<file path="src/rtl/awgn_pkg.sv">
// Shared fixed-point format constants for the Box-Muller AWGN datapath.
package awgn_pkg;

    // f: unsigned magnitude term, UQ4.13
    localparam int unsigned F_W    = 17;
    localparam int unsigned F_FRAC = 13;

    // g: signed trig term, Q1.15
    localparam int unsigned G_W    = 16;
    localparam int unsigned G_FRAC = 15;

    // x: signed Gaussian sample, Q5.11
    localparam int unsigned X_W    = 16;
    localparam int unsigned X_FRAC = 11;

    // Right shift taking the full product (28 fractional bits) down to X_FRAC
    localparam int unsigned SHIFT = F_FRAC + G_FRAC - X_FRAC;

    // Full signed product width: f zero-extended by one bit, times g
    localparam int unsigned P_W = F_W + 1 + G_W;

endpackage : awgn_pkg

</file>
<file path="src/rtl/awgn_smul.sv">
// Combinational signed x unsigned multiplier producing the full-width product.
module awgn_smul
    import awgn_pkg::*;
(
    input  logic [F_W-1:0]        a_i,   // unsigned operand
    input  logic [G_W-1:0]        b_i,   // two's complement operand
    output logic signed [P_W-1:0] p_o    // exact signed product
);

    logic signed [P_W-1:0] a_ext;
    logic signed [P_W-1:0] b_ext;

    // Extend both operands to the product width so the multiply is exact and width-clean
    always_comb begin
        a_ext = {{(P_W - F_W){1'b0}}, a_i};
        b_ext = {{(P_W - G_W){b_i[G_W-1]}}, b_i};
        p_o   = a_ext * b_ext;
    end

endmodule : awgn_smul

</file>
<file path="src/rtl/awgn_mult.sv">
// Fixed-point scaling multiplier: x (Q5.11) = f (UQ4.13) * g (Q1.15), registered.
module awgn_mult
    import awgn_pkg::*;
(
    input  logic           clk,
    input  logic           rst,       // asynchronous, active low
    input  logic [F_W-1:0] mult_in1,  // f, unsigned UQ4.13
    input  logic [G_W-1:0] mult_in2,  // g, signed Q1.15
    output logic [X_W-1:0] mult_out   // x, signed Q5.11
);

    logic signed [P_W-1:0] product;
    logic [X_W-1:0]        mult_out_d;
    logic [X_W-1:0]        mult_out_q;

    // Bits dropped by the slice: fraction below the output LSB (floor) and pure sign extension
    logic                  unused_product_bits;

    awgn_smul u_smul (
        .a_i (mult_in1),
        .b_i (mult_in2),
        .p_o (product)
    );

    // Taking the slice directly equals an arithmetic right shift by SHIFT, i.e. floor rounding
    always_comb begin
        mult_out_d          = product[SHIFT+X_W-1:SHIFT];
        unused_product_bits = ^{product[P_W-1:SHIFT+X_W], product[SHIFT-1:0]};
    end

    // Output register; reset forces zero immediately regardless of clk
    always_ff @(posedge clk or negedge rst) begin
        if (!rst) begin
            mult_out_q <= '0;
        end else begin
            mult_out_q <= mult_out_d;
        end
    end

    assign mult_out = mult_out_q;

endmodule : awgn_mult

</file>
<file path="config.mk">
export PLATFORM = sky130hd
export DESIGN_NAME = awgn_mult
export DESIGN_NICKNAME = d
export VERILOG_FILES = /design/src/rtl/awgn_pkg.sv /design/src/rtl/awgn_smul.sv /design/src/rtl/awgn_mult.sv
export SDC_FILE = /design/constraint.sdc
export NUM_CORES = 1
export LEC_CHECK = 0
export BUFFER_PORTS_ARGS = -buffer_cell sky130_fd_sc_hd__buf_4
export CAP_MARGIN = 20
export CORE_MARGIN = 5
export CORE_UTILIZATION = 29
export DETAILED_ROUTE_END_ITERATION = 10
export PLACE_DENSITY = 0.55
export REMOVE_ABC_BUFFERS = 1
export SLEW_MARGIN = 20
export SYNTH_ARGS = -nofsm -noshare
export SYNTH_HDL_FRONTEND = slang
export SYNTH_SLANG_ARGS = --single-unit
</file>
<file path="constraint.sdc">
create_clock -name clk -period 0.8 [get_ports clk]
set_input_delay 0.08 -clock clk [delete_from_list [all_inputs] [get_ports clk]]
set_output_delay 0.08 -clock clk [all_outputs]
set_load 0.005 [all_outputs]
</file>
=== Word level (Yosys, flattened, before mapping) ===
Index checks and enable logic that the tools add are counted.

* Logic and storage cells: 2
* Bits of input ports: 35
* Bits in registers: 16

* Multipliers: 1

{| class="wikitable"
|+ Operators with widths
! cell !! count
|-
| $mul A18 B16 Y33 || 1
|}

=== Logic depth before layout (Yosys ltp) ===
* Word-level depth: 1
* Mapped depth: 23
* Gate-level depth less buffers: 21

=== Cells and area by module ===
From an unflattened synthesis, not the netlist that was laid out.

* Cells, all modules: 1079
* Area total of the unflattened synthesis: 9684.3 um2

{| class="wikitable"
|+ Modules (own cells, without submodules)
! module !! area an instance (um2) !! times used !! seq. area each (um2) !! cells each
|-
| awgn_smul || 9283.9 || 1 || 0.0 || 1063
|-
| awgn_mult || 400.4 || 1 || 400.4 || 16
|}

=== Least setup slack after synthesis ===
OpenSTA, ideal clock, no wires.

* Kind: input port to flip-flop
* Start point: input mult_in2[9]
* End point: register mult_out_q[15] (netlist: mult_out[15])
* Stages: 20
* Setup slack: -4.471 ns
* Arrival time: 5.146 ns
* Path buffers: 2
* Setup time: 0.125 ns
* Cell sequence: clkbuf_1 -> clkbuf_1 -> nand2_1 -> fa_1 -> fa_1 -> inv_1 -> fa_1 -> fa_1 -> fa_1 -> inv_1 -> fa_1 -> inv_1 -> ha_1 -> and4_1 -> and3_1 -> a22oi_1 -> nand3_1 -> a31oi_1 -> o21ai_0 -> xnor2_1

* Longest elaborated chain between the ends: 1

{| class="wikitable"
|+ RTL lines
! what !! RTL line !! RTL
|-
| start, declared || awgn_mult.sv:8 || <nowiki>input logic [G_W-1:0] mult_in2,</nowiki>
|-
| $mul A18 B16 Y33 || awgn_smul.sv:17 || <nowiki>p_o = a_ext * b_ext;</nowiki>
|-
| via product[32] || awgn_mult.sv:12 || <nowiki>logic signed [P_W-1:0] product;</nowiki>
|-
| end signal, assigned || awgn_mult.sv:36 || <nowiki>mult_out_q <= mult_out_d;</nowiki>
|-
| end, declared || awgn_mult.sv:14 || <nowiki>logic [X_W-1:0] mult_out_q;</nowiki>
|}

The timed path passes the listed nets, and every way through them passes these cells.

=== Worst setup path after layout ===
* Start point: input mult_in2[5]
* End point: register mult_out_q[14] (netlist: mult_out[14])

Same word-level chain as after synthesis.

==> impl_results.md <==
* Status: finished, violations left
* Violated checks: setup timing
* Flip-flop count of the largest register after layout at 16
* Max-cap viol count at 0
* Area growth from synthesis to layout at 32.7%
* CTS root buf: clkbuf_16
* Mean Syn Cell Area at just under 9 µm²
* Die W at approximately 190 µm
* Largest net degree at the start of global routing at 17
* Die ar. at about 36000 µm²
* H-Tree Depth at 1
* Endpoint class of the critical path: flip-flop
* Via/cell ratio at between 4 and 5
* Site row count at 66
* Die H at approximately 190 µm
* Post-synthesis sequential area ratio at about 4.2%
* Critical Path Source: mult_in2[5]
* Max_slew headroom at 74.2%
* DR vias at 7558
* IO Port Bufs at 50
* First-pass GRT wire length at roughly 42000 µm
* Yosys cell types at 36
* Drc violations at 0
* # setup viols final at 32
* Fin. Hold Viols at 0
* GRT overflow at 0
* CP required at 0.92 ns
* Post-route ant nets at 0
* Final worst setup slack at -4.24 ns
* Number of diodes at 0
* Core box area at around 32000 µm²
* Worst-path fanout max at 6
* Initial core utilization at 29.2%
* Ys Warns at 0
* Vias in the first global route at between 8k and 9k
* Total wire length at 24700 µm
* Cell mode on critical path: fa_1
* Ports at 51
* Bufs on Longest Clock Path at 2
* Fin crit share at 630%
* WP buf/inv at 7
* DR iter-0 viols at between 300 and 400
* CP cell instances: buf_4, buf_6, and2_1, fa_1, inv_1, fa_1, fa_1, inv_1, fa_1, fa_1, inv_1, fa_1, inv_2, ha_4, a21o_1, a221oi_4, buf_6, a31oi_4, and3_4, nor4_2, a211oi_1
* Max Slew Vio Count at 0
* Area leader, netlist: fa_1
* Yosys reg bits at 16
* DR pass1 iterations at 5
* CP max stage delay at about 0.52 ns
* Mapped Area at approximately 9500 µm²
* Final Util at approximately two fifths
* Crit-path leading delay family: adder cells
* DPL Wire Length at 21700 µm
* RSZ-0062 raised after global routing: true
* Crit-path slowest cell: fa_1
* Fin nets at 1612
* Startpoint Class: input port
* CTS Buf Count at 3
* Min Tclk post-route at 5.04 ns
* Worst Path Arrival at about 5.2 ns
* Antenna violations before repair at 0
* Synth Instances at between 1k and 1.5k
* Clock transition at path regs at roughly 0.05 ns
* Hold crit path type: input port to asynchronous set/reset pin
* Synth top area cells: fa_1, ha_1, inv_1, and2_1, nand2_1
* Max Clk Rate at 198 MHz
* Layout cells sized above 1 at 27.5%
* CTS tree: yes
* Fill cells at about 3.3k
* GP Congestion at ~0.87
* GR Util All Layers at between 10 and 15%
* Worst-margin pin slew at roughly 0.38 ns
* WL per Instance at 14.6 µm
* Post-synth top area share at a little over two fifths
* Sink Count at 16
* WS Path Type: input port to flip-flop
final cells by class:
cell class / instances / area (µm²) / share of cell area, %
inverters: 251 / 942 / 7.50
clock buffers: 4 / 88.8 / 0.708
multi-input cells: 755 / 8520 / 67.9
well taps: 442 / 553 / 4.40
flip-flops and latches: 16 / 400 / 3.19
repair buffers: 227 / 2050 / 16.3
synth_stat cells, drive strengths merged:
library cell and count:
inv 251, fa 207, nand2 142, and2 133, ha 116, clkbuf 39
a21oi 26, nor2 19, dfrtp 16, o21ai 16, xnor2 13, a21o 11
nand2b 10, and3 9, nand4 7, xor2 7, a31oi 6, a211oi 5
o211ai 4, a221oi 3, nand3 3, nor2b 3, and4 2, nor3 2
o21a 2, o21bai 2, o41ai 2, a22oi 1, nor4 1, o2111ai 1
o22ai 1, o311ai 1
timing repair:
item | in CTS | in global routing
cloned | 1 | 0
setup buffers | 18 | 5
pin swaps | 86 | 56
setup endpoints to repair | 32 | 32
hold buffers | 1 | 0
endpoints found under the hold margin | 16 | 0
gates resized for setup | 163 | 41
routing by layer:
| metal | track usage, % | part of all wire [%] | vias to the layer above |
|---|---|---|---|
| li1 | - | - | 3551 |
| met1 | 19.9 | 46 | 3868 |
| met2 | 24.4 | 49 | 129 |
| met3 | 1.43 | 3.9 | 10 |
| met4 | 1.49 | 0.72 | 0 |
| met5 | 0 | 0 | - |
kinds of logic after synthesis:
group                      synth area share, %
adders and majority gates                 59.1
DFF                                       4.23
xor gates and xnor gates                  1.85
AOI/OAI and AO/OA                         5.70
buffers and inverters                     11.5
and+or+nand+nor                           17.6
metrics by stage:
step / worst slack, ns / hold slack (ns) / std cells / setup TNS (ns) / cell area, µm²
3_5_place_dp: -4.77 / -0.0354 / 1666 / -72.81 / 11400
6_report: -4.24 / 0.236 / 1695 / -66.41 / 12600
3_3_place_gp: -4.77 / -0.0390 / 1666 / -72.55 / 11400
4_1_cts: -4.27 / 0.238 / 1690 / -66.60 / 12400
2_1_floorplan: -4.25 / -0.216 / 1022 / -63.37 / 9320
5_1_grt: -4.39 / 0.264 / 1695 / -69.45 / 12600
cells in the final DEF, fill, tap and decap left out, types with 8 or more instances in the layout:
| cell type | instances |
|---|---|
| inv_1 | 233 |
| fa_1 | 195 |
| buf_4 | 154 |
| nand2_1 | 136 |
| and2_1 | 112 |
| ha_1 | 102 |
| buf_6 | 56 |
| and2_4 | 21 |
| nor2_1 | 19 |
| inv_2 | 18 |
| dfrtp_1 | 16 |
| a21oi_1 | 13 |
| xnor2_1 | 13 |
| ha_4 | 13 |
| fa_2 | 12 |
| a21o_1 | 11 |
| a21oi_2 | 10 |
| nand2b_1 | 10 |
| buf_8 | 10 |
| o21ai_0 | 8 |
path summary, 6_finish.rpt:
check / endpoint / slack, ns / cells past startpoint
worst max-delay path: mult_out[14]$_DFF_PN0_ / -4.24 / 21
worst min-delay path: mult_out[8]$_DFF_PN0_ / 0.24 / 2
max in group asynchronous: mult_out[14]$_DFF_PN0_ / 0.38 / 2
min in group clk: mult_out[15]$_DFF_PN0_ / 0.63 / 6
Power is left out: the tool's default activity adds up to more than one toggle a clock period on the data nets, which glitch-free logic cannot reach.
